**src/rtl/fwd_hazard_unit.sv**
```systemverilog
// ============================================================================
// fwd_hazard_unit : operand forwarding select and load-use / RAW stall unit
//   with a DEPTH-slot shadow pipeline (slot 0 = EXE .. slot DEPTH-1 = WB).
//   Optional macro FWD_PERF_CNT_EN adds stall_cnt / fwd_cnt counters.
// Revision: 1.0
// ============================================================================
`default_nettype none

module fwd_hazard_unit #(
  parameter int AW      = 4,
  parameter int NUM_SRC = 2,
  parameter int DEPTH   = 3,
  parameter int SW      = $clog2(DEPTH)
) (
  input  logic                  clk,
  input  logic                  rst,
  input  logic                  fwd_en,
  input  logic                  flush,
  input  logic                  id_valid,
  input  logic [AW-1:0]         id_dest,
  input  logic                  id_wb_en,
  input  logic                  id_mem_read,
  input  logic [NUM_SRC*AW-1:0] id_src,
  input  logic [NUM_SRC-1:0]    id_src_used,
  output logic [NUM_SRC*SW-1:0] sel_src,
  output logic                  stall
`ifdef FWD_PERF_CNT_EN
  ,
  output logic [31:0]           stall_cnt,
  output logic [31:0]           fwd_cnt
`endif
);

  logic                  valid_q [DEPTH];
  logic [AW-1:0]         dest_q  [DEPTH];
  logic                  wb_q    [DEPTH];
  logic                  mr_q    [DEPTH];
  logic [NUM_SRC*AW-1:0] src_q;
  logic [NUM_SRC-1:0]    src_used_q;

  logic                  valid_d;
  logic [NUM_SRC-1:0]    src_used_d;

  assign valid_d    = id_valid & ~stall & ~flush;
  assign src_used_d = valid_d ? id_src_used : '0;

  // Descending scan so the youngest (smallest k) producer is written last.
  always_comb begin
    sel_src = '0;
    if (fwd_en) begin
      for (int i = 0; i < NUM_SRC; i++) begin
        for (int k = DEPTH - 1; k >= 1; k--) begin
          if (valid_q[k] && wb_q[k] && src_used_q[i] &&
              (dest_q[k] == src_q[i*AW +: AW])) begin
            sel_src[i*SW +: SW] = SW'(k);
          end
        end
      end
    end
  end

  // WB is never checked: the register file writes through to ID.
  always_comb begin
    stall = 1'b0;
    if (id_valid && !flush) begin
      for (int i = 0; i < NUM_SRC; i++) begin
        for (int k = 0; k < DEPTH - 1; k++) begin
          if (valid_q[k] && wb_q[k] && id_src_used[i] &&
              (dest_q[k] == id_src[i*AW +: AW]) &&
              (fwd_en ? ((k == 0) && mr_q[k]) : 1'b1)) begin
            stall = 1'b1;
          end
        end
      end
    end
  end

  always_ff @(posedge clk or posedge rst) begin
    if (rst) begin
      for (int k = 0; k < DEPTH; k++) begin
        valid_q[k] <= 1'b0;
        dest_q[k]  <= '0;
        wb_q[k]    <= 1'b0;
        mr_q[k]    <= 1'b0;
      end
      src_q      <= '0;
      src_used_q <= '0;
    end else begin
      for (int k = 1; k < DEPTH; k++) begin
        valid_q[k] <= valid_q[k-1];
        dest_q[k]  <= dest_q[k-1];
        wb_q[k]    <= wb_q[k-1];
        mr_q[k]    <= mr_q[k-1];
      end
      valid_q[0] <= valid_d;
      dest_q[0]  <= id_dest;
      wb_q[0]    <= id_wb_en;
      mr_q[0]    <= id_mem_read;
      src_q      <= id_src;
      src_used_q <= src_used_d;
    end
  end

`ifdef FWD_PERF_CNT_EN
  logic [31:0] fwd_inc_d;
  logic [32:0] fwd_sum_d;

  always_comb begin
    fwd_inc_d = '0;
    for (int i = 0; i < NUM_SRC; i++) begin
      if (sel_src[i*SW +: SW] != '0) fwd_inc_d = fwd_inc_d + 32'd1;
    end
  end

  assign fwd_sum_d = {1'b0, fwd_cnt} + {1'b0, fwd_inc_d};

  always_ff @(posedge clk or posedge rst) begin
    if (rst) begin
      stall_cnt <= '0;
      fwd_cnt   <= '0;
    end else begin
      if (stall && (stall_cnt != 32'hFFFF_FFFF)) stall_cnt <= stall_cnt + 32'd1;
      fwd_cnt <= fwd_sum_d[32] ? 32'hFFFF_FFFF : fwd_sum_d[31:0];
    end
  end
`endif

endmodule

`default_nettype wire

```
**config.mk**
```make
export PLATFORM = sky130hd
export DESIGN_NAME = fwd_hazard_unit
export DESIGN_NICKNAME = d
export VERILOG_FILES = /design/src/rtl/fwd_hazard_unit.sv
export SDC_FILE = /design/constraint.sdc
export NUM_CORES = 1
export LEC_CHECK = 0
export ABC_AREA = 1
export BUFFER_PORTS_ARGS = -buffer_cell sky130_fd_sc_hd__buf_2
export CAP_MARGIN = 10
export CORE_UTILIZATION = 39
export CTS_CLUSTER_DIAMETER = 200
export DETAILED_ROUTE_END_ITERATION = 10
export GPL_TIMING_DRIVEN = 0
export PLACE_DENSITY = 0.57
export SYNTH_ARGS = -nofsm -noshare
export SYNTH_HDL_FRONTEND = slang
export SYNTH_SLANG_ARGS = --single-unit
```
**constraint.sdc**
```tcl
create_clock -name clk -period 1.7 [get_ports clk]
set_input_delay 0 -clock clk [delete_from_list [all_inputs] [get_ports clk]]
set_output_delay 0 -clock clk [all_outputs]
set_load 0.02 [all_outputs]
```
Word level (Yosys, flattened, before mapping)
Index checks and enable logic that the tools add are counted.

storage, ports and cells
  output and inout bits = 5
  register bits after elaboration = 29
  logic and storage cells = 62

operators by class
  eq/ne operators = 8
  muxes and demuxes = 13
  bitwise gates (word level) = 4
  reduce and logical (&&, ||, !) cells = 25

operators by type and width
  kind                 count
  4-bit equality test  8
  1-bit logical AND    24
  2-bit 2-to-1 mux     5
  1-bit 2-to-1 mux     7
  4-bit 2-to-1 mux     1
  1-bit bitwise AND    2
  1-bit NOT            2
  1-bit logical NOT    1

Depth between registers and ports, before layout
  depth after elaboration = 13
  depth in mapped cells = 10
  mapped depth without buffers = 9

Worst setup path after synthesis
Ideal clock, no wire load.

  kind = register to output
  from = register src_q[3]
  to = output port sel_src[1]
  required time = 1700 ps
  buffers on the path = 0
  arrival time = 1200 ps
  stages on the path, launching flop included = 5
  setup slack = 500 ps
  cells stage by stage = dfrtp_1 or2_2 a22oi_1 nand3_1 nor2_1

on the way
  cells in the longest elaborated chain, start to end = 5
  elaborated cells between the ends (all ways) = 7
  classes of those cells = eq/ne: 2; mux: 3; reduce/logical: 2

ends and longest elaborated chain
  what                      line  source
  start: declaration        38    logic [NUM_SRC*AW-1:0] src_q;
  start signal: assignment  99    src_q <= id_src;
  4-bit equality test       54    (dest_q[k] == src_q[i*AW +: AW])) begin
  1-bit logical AND         53    if (valid_q[k] && wb_q[k] && src_used_q[i] &&
  2-bit 2-to-1 mux          53
  2-bit 2-to-1 mux *        53
  4-bit 2-to-1 mux *        50    if (fwd_en) begin
  end: declaration          25    output logic [NUM_SRC*SW-1:0] sel_src,

Mark *: on every way between the ends. The rest lies on a longest branch, timed or not.

Worst setup path after layout
  from = register dest_q[7] (netlist bit)
  to = output port sel_src[0]

on the way
  cells in the longest elaborated chain, start to end = 4

ends and longest elaborated chain
  what                              line  source
  start: declaration                35    logic [AW-1:0] dest_q [DEPTH];
  start signal: indexed assignment  91    dest_q[k] <= dest_q[k-1];
  4-bit equality test               54
  1-bit logical AND                 53
  2-bit 2-to-1 mux                  53
  4-bit 2-to-1 mux                  50

No other way between the ends.

==> flow_summary.toml <==
[cts]
cts-root-buf = "clkbuf_4"
cts_buffers = 5
clk_pin_slew_ns = 0.08
clkLatencyLatePin_ns = 0.32
cts_tree = "yes"
post_cts_buffers = 0
clock_path_buffers = 2
cts.sinks = 29
h-tree-depth = 2

[synthesis]
synth-seq-area-share_pct = 52.7
netlist_instances = 164
ys.flop_type = "dfrtp_1"
synth_top_area_share_pct = 52.7
yosys.area.top_type = "dfrtp_1"
syn-mean-instance-area_um2 = 8.40
synth_cell_types = 22
ys_seq_elements = 29
synth_area_um2 = 1380
synthTopCellsByArea = "dfrtp_1 53%, nand2_1 14%, xnor2_1 7.0%"
synth_edf_count = 0
syn-num-nets = 185
async_flop_share_pct = 100
yosys_warnings = 0

[sta]
final_max_slew_viol_count = 0
tightestPinTransition_ns = 0.240
fin_setup_tns_ns = 0
timing.final.crit_share_pct = 92.8
setup_violations = 0
rsz0062_at_grt = "no"
clock_skew_ns = 0.00320
slew_headroom_pct = 84.0
hold_viol = 0
fmax_ghz = 0.634
finalCriticalPeriod_ns = 1.58

[global_routing]
globalRouteTotalUtil_pct = 16.6
grt_pass1_vias = 1000
grt_antenna_before_repair = 0
grt_pass1_wl_mm = 4.26
gr-total-overflow = 0
grt_max_degree = 30

[detailed_routing]
drt_iter0_drc = 25
routed_wl_mm = 2.75
route.vias.total = 1136
wire_per_inst_um = 10.5
dr.pass1.iters = 4
via_per_inst = 4.34
drcViolationCount = 0
ant_nets = 0

[worst_hold_path]
hold_class = "in -> reg"
holdPathStages = 5

[power_and_ir_drop]
p_clk_share_pct = 28.1
p_total_uw = 1330
p_sw_share_pct = 25.8
comb_power_share_pct = 14.9
p_per_area_nw_per_um2 = 718
seqPwrFrac_pct = 57.0
p_leak_uw = 0.000968
switching_power_uw = 341
ir_drop_v = 0.000468
power.internal_uw = 984

[die]
rows = 21
dieArea_um2 = 3770
coreArea_um2 = 3360
io_pins = 26
start_util_pct = 41.0
dieWidth_um = 61.4
die_y_um = 61.4

[layout]
layout_commonest_cell = "nand2_1"
drive_gt1_share_pct = 22.7
final_util_pct = 54.9
area_growth_syn_to_layout_pct = 34.0
nNetsFinal = 236
final_cell_mix = "52 x nand2_1, 27 x dfrtp_1, 24 x inv_1"
diodes = 0

[setup_path]
worst-path-stages = 5
cpPeakStageDelay_ns = 0.40
crit_family = "simple AND/OR/NAND/NOR gates"
critPathMaxFanout = 5
worst_setup_path_start_kind = "register"
reg2reg_depth = 8
setup.worst_path.end_class = "output port"
crit_arrival_ns = 1.58
cp_slowest_cell = "dfrtp_1"
path_cells = "buf_6 -> xor2_1 -> nor4_2 -> and2_1 -> buf_4"
r2r_slack_ns = 0.48
required_ns = 1.70
path_buf_inv = 2
path_class = "reg -> out"

[place]
portBuffers = 25
hpwl_mm = 1.99
finalWeightedCongestion = 0.834

[run_status]
outcome = "complete, no violations"

[flow_run]
maxCapViolations = 0
## power by group through the flow
stage | clock network (uW) | logic, uW | registers, uW
CTS | 388 | 187 | 755
finish | 372 | 198 | 755
global route | 427 | 223 | 760
global placement | 0 | 152 | 767
floorplan | 0 | 103 | 761
detailed placement | 0 | 155 | 769
## cell type report
type,instances,area (um^2)
fillers,331,1520
flip-flops and latches,29,728
multi-input cells,106,544
repair buffers,44,344
inverters,27,101
well taps,46,57.6
clock buffers,6,41.3
plain buffers,2,18.8
clock inverters,2,10.0
## worst paths after layout
kind / from / to
hold / removal: id_valid / src_used_q[0]$_DFF_PP0_
min in group asynchronous: rst / dest_q[8]$_DFF_PP0_
setup reg to reg: dest_q[5]$_DFF_PP0_ / src_used_q[1]$_DFF_PP0_
setup / recovery: dest_q[7]$_DFF_PP0_ / sel_src[0]
hold reg to reg: dest_q[6]$_DFF_PP0_ / dest_q[2]$_DFF_PP0_
max in group asynchronous: rst / dest_q[5]$_DFF_PP0_
## routing by layer
layer  share of wire, %  vias up  GRT usage (%)
met3                3.4       10           5.04
met4                3.6        0           7.62
li1                   -      597              -
met1                 42      503           18.8
met2                 51       26           28.7
met5                  0        -              0
## through the flow
step	cell area [um^2]	setup WS [ns]	instances	hold WS, ns
after floorplan	1380	0.500	164	0.0314
after global placement	1560	0.448	235	0.109
after detailed placement	1560	0.410	235	0.109
after CTS	1790	0.0525	261	0.0232
after global routing	1850	0.00931	262	0.0440
final	1850	0.122	262	0.0417
## synth_stat cells (2+ instances only)
cell     count
dfrtp_1     29
inv_1       24
inv_2        3
nand2_1     52
nand3_1      9
nor2_1      15
o21ai_0      2
or2_2        3
xnor2_1     11
xor2_1       4
## sequential cells by signal, indices dropped and copies added (netlist names)
register	count
src_q	8
src_used_q	2
valid_q	3
mr_q	1
wb_q	3
dest_q	12
## worst reg2reg max path, cell delays in order (launching register included)
cell and delay, ns:
dfrtp_2 0.46, nand2_1 0.08, nand2_1 0.06, nor2_1 0.13, nand3_1 0.08, nand2_1 0.09, nand2_2 0.07, nand3_2 0.10
nor2_1 0.05
## logic make-up (layout without fill, tap and decap cells)
group	after synthesis	after routing	synth area share, %
AOI/OAI and AO/OA	6	6	3.00
DFF	29	29	52.7
and+or+nand+nor	85	85	26.2
xor gates and xnor gates	15	15	9.54
buffers and inverters	29	81	8.54
## what timing repair did
| action | in CTS | in global routing |
|---|---|---|
| hold buffers | 18 | 0 |
| gates resized for setup | 0 | 10 |
| hold endpoints to repair | 46 | 0 |
| endpoints found under the setup margin | 0 | 5 |
Power figures use the tool's default switching activity.
